[config.mk]
export PLATFORM = sky130hd
export DESIGN_NAME = pulse_div_ctrl_flat
export DESIGN_NICKNAME = d
export VERILOG_FILES = /design/src/rtl/pulse_div_ctrl_if.sv /design/src/rtl/pulse_div_ctrl.sv /design/src/flat_wrapper.sv
export SDC_FILE = /design/constraint.sdc
export NUM_CORES = 1
export LEC_CHECK = 0
export CAP_MARGIN = 25
export CORE_ASPECT_RATIO = 0.75
export CORE_UTILIZATION = 25
export CTS_BUF_LIST = sky130_fd_sc_hd__clkbuf_2 sky130_fd_sc_hd__clkbuf_4 sky130_fd_sc_hd__clkbuf_8
export DETAILED_ROUTE_END_ITERATION = 7
export PLACE_DENSITY = 0.44
export SLEW_MARGIN = 40
export SYNTH_ARGS = -nofsm -noshare
export SYNTH_HDL_FRONTEND = slang
export SYNTH_SLANG_ARGS = --single-unit
[constraint.sdc]
create_clock -name clk -period 6.5 [get_ports clk]
set_input_delay 1.3 -clock clk [delete_from_list [all_inputs] [get_ports clk]]
set_output_delay 1.3 -clock clk [all_outputs]
set_load 0.05 [all_outputs]
[src/rtl/pulse_div_ctrl_if.sv]
// Configuration handshake for pulse_div_ctrl.
// Host drives the offer, controller answers with cfg_ready.
interface pulse_div_ctrl_if #(
  parameter int N = 24
);
  logic         cfg_valid;
  logic         cfg_ready;
  logic [N-1:0] cfg_div;
  logic [1:0]   cfg_mode;

  modport master (
    output cfg_valid,
    output cfg_div,
    output cfg_mode,
    input  cfg_ready
  );

  modport slave (
    input  cfg_valid,
    input  cfg_div,
    input  cfg_mode,
    output cfg_ready
  );
endinterface

[src/rtl/pulse_div_ctrl.sv]
// Programmable pulse divider controller.
// Sequences a prescaler through start/pause/stop and counts ticks.
module pulse_div_ctrl #(
  parameter int N = 24
) (
  input  logic             clk,
  input  logic             reset,
  pulse_div_ctrl_if.slave  cfg,
  input  logic             start,
  input  logic             pause,
  input  logic             stop,
  output logic             busy,
  output logic             tick,
  output logic             done,
  output logic [3:0]       q
);

  typedef enum logic [1:0] {
    IDLE,
    RUN,
    PAUSE
  } state_e;

  state_e       state_q, state_d;
  logic [N-1:0] cnt_q, cnt_d;
  logic [N-1:0] div_q, div_d;
  logic [1:0]   mode_q, mode_d;
  logic [3:0]   q_q, q_d;
  logic         tick_q, tick_d;
  logic         done_q, done_d;
  logic         idle;
  logic         acc;
  logic [N-1:0] last;

  assign idle = (state_q == IDLE);
  assign acc  = cfg.cfg_valid & idle;
  // A zero ratio behaves as divide-by-one.
  assign last = (div_q == '0) ? '0 : div_q - N'(1);

  always_comb begin
    state_d = state_q;
    cnt_d   = cnt_q;
    div_d   = div_q;
    mode_d  = mode_q;
    q_d     = q_q;
    tick_d  = 1'b0;
    done_d  = 1'b0;
    case (state_q)
      IDLE: begin
        if (acc) begin
          div_d  = cfg.cfg_div;
          mode_d = cfg.cfg_mode;
        end
        if (start &&
            (mode_d == 2'b01 || mode_d == 2'b10)) begin
          state_d = RUN;
          cnt_d   = '0;
          q_d     = '0;
        end
      end
      default: begin
        if (stop) begin
          state_d = IDLE;
        end else if (pause) begin
          state_d = PAUSE;
        end else begin
          state_d = RUN;
          if (cnt_q == last) begin
            cnt_d  = '0;
            tick_d = 1'b1;
            q_d    = q_q + 4'd1;
            if (mode_q == 2'b10) begin
              done_d  = 1'b1;
              state_d = IDLE;
            end
          end else begin
            cnt_d = cnt_q + N'(1);
          end
        end
      end
    endcase
  end

  always_ff @(posedge clk) begin
    if (!reset) begin
      state_q <= IDLE;
      cnt_q   <= '0;
      div_q   <= N'(1);
      mode_q  <= 2'b00;
      q_q     <= '0;
      tick_q  <= 1'b0;
      done_q  <= 1'b0;
    end else begin
      state_q <= state_d;
      cnt_q   <= cnt_d;
      div_q   <= div_d;
      mode_q  <= mode_d;
      q_q     <= q_d;
      tick_q  <= tick_d;
      done_q  <= done_d;
    end
  end

  assign cfg.cfg_ready = idle;
  assign busy          = ~idle;
  assign tick          = tick_q;
  assign done          = done_q;
  assign q             = q_q;

endmodule
[src/flat_wrapper.sv]
// flat-port wrapper written by rule: the top's interface ports become plain ports
module pulse_div_ctrl_flat 
#(
  parameter int N = 24
)
  (clk, reset, start, pause, stop, busy, tick, done, q, cfg_cfg_valid, cfg_cfg_div, cfg_cfg_mode, cfg_cfg_ready);
  pulse_div_ctrl_if #(.N(N)) cfg_i ();
  input  logic clk;
  input  logic reset;
  input  logic start;
  input  logic pause;
  input  logic stop;
  output logic busy;
  output logic tick;
  output logic done;
  output logic [3:0] q;
  input wire logic [$bits(cfg_i.cfg_valid)-1:0] cfg_cfg_valid;
  input wire logic [$bits(cfg_i.cfg_div)-1:0] cfg_cfg_div;
  input wire logic [$bits(cfg_i.cfg_mode)-1:0] cfg_cfg_mode;
  output wire logic [$bits(cfg_i.cfg_ready)-1:0] cfg_cfg_ready;
  assign cfg_i.cfg_valid = cfg_cfg_valid;
  assign cfg_i.cfg_div = cfg_cfg_div;
  assign cfg_i.cfg_mode = cfg_cfg_mode;
  assign cfg_cfg_ready = cfg_i.cfg_ready;
  pulse_div_ctrl #(.N(N)) u_core (.clk(clk), .reset(reset), .cfg(cfg_i), .start(start), .pause(pause), .stop(stop), .busy(busy), .tick(tick), .done(done), .q(q));
endmodule
==> flow_metrics.tcl <==
set metrics [dict create \
    cts.clk_slew.worst_paths_ns 0.07 \
    syn_area_um2 3580 \
    rsz0062_at_grt "false" \
    hold_path_class "reg2reg" \
    critPathKind "reg2reg" \
    synth_top_area_cell "dfxtp_1" \
    tightest_slew_ns 0.683 \
    cts_root_buf "clkbuf_8" \
    wl_per_cell_um 15.5 \
    holdPathEnd "u_core.mode_q[1]" \
    num_antenna_cells 0 \
    place_hpwl_um 7680 \
    antenna_found_initial 0 \
    ios 40 \
    grt_max_degree 28 \
    dp_cells 652 \
    finalNonFillerCells 668 \
    finalCritPeriodShare 0.625 \
    reg2reg_to "u_core.cnt_q[21]" \
    synthDistinctLibCells 63 \
    drc 0 \
    crit_fanout 23 \
    syn2layout_area_growth_pct 19.8 \
    p_leak_uw 0.00146 \
    viasPerCell 5.03 \
    post_cts_buffers 0 \
    finalSetupViolations 0 \
    hold_violations 0 \
    p_total_uw 914 \
    place_ws_ns 2.47 \
    fin_crit_ns 4.06 \
    cts_max_level 3 \
    die_x_um 140 \
    cts_resized 0 \
    synth-seq-cells 58 \
    slew_headroom 0.543 \
    cp_data_required_time_ns 6.73 \
    place_congestion 0.858 \
    power_density_nw_per_um2 213 \
    regToRegSetupSlack_ns 2.44 \
    cts_tree "done" \
    drive_above_1_share 0.0669 \
    start_kind "flop" \
    ys_top_cells_by_area "dfxtp_1, nand2_1, xnor2_1, a21oi_1, nor3_1" \
    syn-instance-count 462 \
    tns_ns 0 \
    slew_violations 0 \
    start_util 0.259 \
    cp_data_arrival_time_ns 4.29 \
    cts_sinks 58 \
    core_um2 13800 \
    first_iter_violations 218 \
    cts_made_buffers 9 \
    skew_ns 0.0112 \
    worstHoldStart "u_core.mode_q[1]" \
    synth_ff_type "dfxtp_1" \
    synth_edf_count 0 \
    synth_top_area_frac 0.324 \
    fin_ws_ns 2.44 \
    antenna_left 0 \
    rows 37 \
    grt_pass1_vias 3128 \
    end_kind "flop" \
    synth_nets 497 \
    clk_path_buf_depth 2 \
    async_flop_share 0 \
    timing.rr.start "u_core.div_q[0]" \
    hold_depth 2 \
    overflow 0 \
    grt_util_all_layers 0.144 \
    status "finished clean" \
    portBuffers 39 \
    num_vias 3362 \
    synth_area_per_cell_um2 7.76 \
    die-area_um2 14800 \
    drt_wl_total_um 10400 \
    yosysWarnings 0 \
    ctsHoldBuffers 0 \
    fmax_mhz 246 \
    seq_area_frac_synth 0.324 \
    cap_violations 0 \
    grt_pass1_wl_um 16700 \
    first_pass_iters 4 \
    die_y_um 106 \
    irDropWorstVdd_v 0.0000821 \
    fin_nets 523 \
    worstRegToRegCells 13 \
    clkLatencyLatePin_ns 0.35 \
]
==> critical path, stage by stage, from the launching register on <==
cell	delay, ns
dfxtp_1	0.36
inv_1	0.15
ha_1	0.20
nor3b_1	0.19
buf_4	0.22
nand4_2	0.23
nor2_1	0.58
mux2i_1	0.16
a211o_1	0.24
nor4_1	0.42
nand4_1	0.51
a21oi_1	0.29
buf_4	0.29
nor3_1	0.09
==> synthesized netlist by cell type (2+ instances only) <==
cell and count:
a21boi_0 3, a21oi_1 30, a22oi_1 2, a2bb2oi_1 2, a311oi_1 2, a31oi_1 6, a41o_1 3, and2_1 3
and3_1 10, buf_2 5, buf_6 3, clkbuf_1 17, clkinv_1 2, dfxtp_1 58, ha_1 3, inv_1 4
mux2i_1 5, nand2_1 89, nand2b_1 6, nand3_1 14, nand3b_1 2, nand4_1 11, nor2_1 30, nor2b_1 5
nor3_1 26, nor3b_1 2, nor4_1 10, nor4_2 2, nor4_4 2, nor4b_1 3, o211ai_1 2, o21ai_0 8
o311ai_0 3, o31ai_1 3, or2_2 3, or3_1 6, or4_1 7, xnor2_1 32, xor2_1 14
==> metal layers <==
layer / share of wire / vias to the layer above / global-route usage
met5: 0 / - / 0
li1: - / 1703 / -
met4: 0.0086 / 0 / 0.0314
met3: 0.046 / 8 / 0.0350
met1: 0.55 / 1570 / 0.215
met2: 0.40 / 81 / 0.205
==> stage by stage <==
step | utilization | area [um2] | hold slack, ns
2_1_floorplan | - | 3580 | 0.466
3_3_place_gp | 0.295 | 4080 | 0.489
3_5_place_dp | 0.295 | 4080 | 0.494
4_1_cts | 0.310 | 4290 | 0.504
5_1_grt | 0.310 | 4300 | 0.529
6_report | 0.310 | 4300 | 0.504
==> placed cells by master (no fill, tap or decap), types with 2 or more instances in the layout <==
| master | synthesis | routed |
|---|---|---|
| nand2_1 | 89 | 88 |
| dfxtp_1 | 58 | 58 |
| clkdlybuf4s50_1 | 0 | 39 |
| xnor2_1 | 32 | 32 |
| a21oi_1 | 30 | 30 |
| nor2_1 | 30 | 30 |
| nor3_1 | 26 | 26 |
| nand3_1 | 14 | 14 |
| xor2_1 | 14 | 14 |
| nand4_1 | 11 | 11 |
| clkbuf_8 | 0 | 11 |
| nor4_1 | 10 | 10 |
| and3_1 | 10 | 10 |
| o21ai_0 | 8 | 8 |
| or4_1 | 7 | 7 |
| or3_1 | 6 | 6 |
| a31oi_1 | 6 | 6 |
| nand2b_1 | 6 | 6 |
| mux2i_1 | 5 | 5 |
| nor2b_1 | 5 | 5 |
| inv_1 | 4 | 4 |
| or2_2 | 3 | 3 |
| o31ai_1 | 3 | 3 |
| nor4b_1 | 3 | 3 |
| o311ai_0 | 3 | 3 |
| a41o_1 | 3 | 3 |
| a21boi_0 | 3 | 3 |
| ha_1 | 3 | 3 |
| buf_4 | 1 | 3 |
| clkinv_1 | 2 | 2 |
| o211ai_1 | 2 | 2 |
| nor4_4 | 2 | 2 |
| nor4_2 | 2 | 2 |
| nor3b_1 | 2 | 2 |
| a22oi_1 | 2 | 2 |
| a311oi_1 | 2 | 2 |
| and2_1 | 3 | 2 |
| a2bb2oi_1 | 2 | 2 |
| nand3b_1 | 2 | 2 |
| clkinvlp_4 | 0 | 2 |
==> state kept, by name (all words and copies together) (netlist names) <==
register        cells
u_core.state_q      2
u_core.q            4
u_core.tick         1
u_core.div_q       24
u_core.done         1
u_core.cnt_q       24
u_core.mode_q       2
==> cell type report <==
cell class / count / area, um2
fill: 1498 / 9550
clock inverter: 4 / 50.0
sequential: 58 / 1160
tap: 175 / 219
timing repair buffer: 42 / 413
multi-input combinational: 371 / 2270
clock buffer: 12 / 159
inverter: 6 / 22.5
==> report_power, final <==
group          switching [uW]  leakage [uW]  internal (uW)
clock                     157      0.000102            202
sequential               22.7      0.000472            367
combinational            94.0      0.000890           72.0
==> how the worst max path moves through the flow <==
stage	startpoint	endpoint	slack, ns	cells past startpoint
2_1_floorplan	u_core.state_q[0]	u_core.cnt_q[21]	2.87	11
3_3_place_gp	u_core.div_q[0]	u_core.cnt_q[6]	2.48	13
3_5_place_dp	u_core.div_q[0]	u_core.cnt_q[9]	2.47	13
4_1_cts	u_core.div_q[0]	u_core.cnt_q[9]	2.45	13
5_1_grt	u_core.div_q[0]	u_core.cnt_q[11]	2.12	13
6_report	u_core.div_q[0]	u_core.cnt_q[21]	2.44	13
==> cell families after synthesis <==
kind of cell | after synthesis | share of synthesized area
AOI/OAI and AO/OA | 77 | 0.144
xor gates and xnor gates | 47 | 0.119
adders and majority gates | 3 | 0.0105
buffers and inverters | 33 | 0.0436
DFF | 58 | 0.324
muxes | 6 | 0.0171
and+or+nand+nor | 238 | 0.342
(Power assumes the default switching activity.)
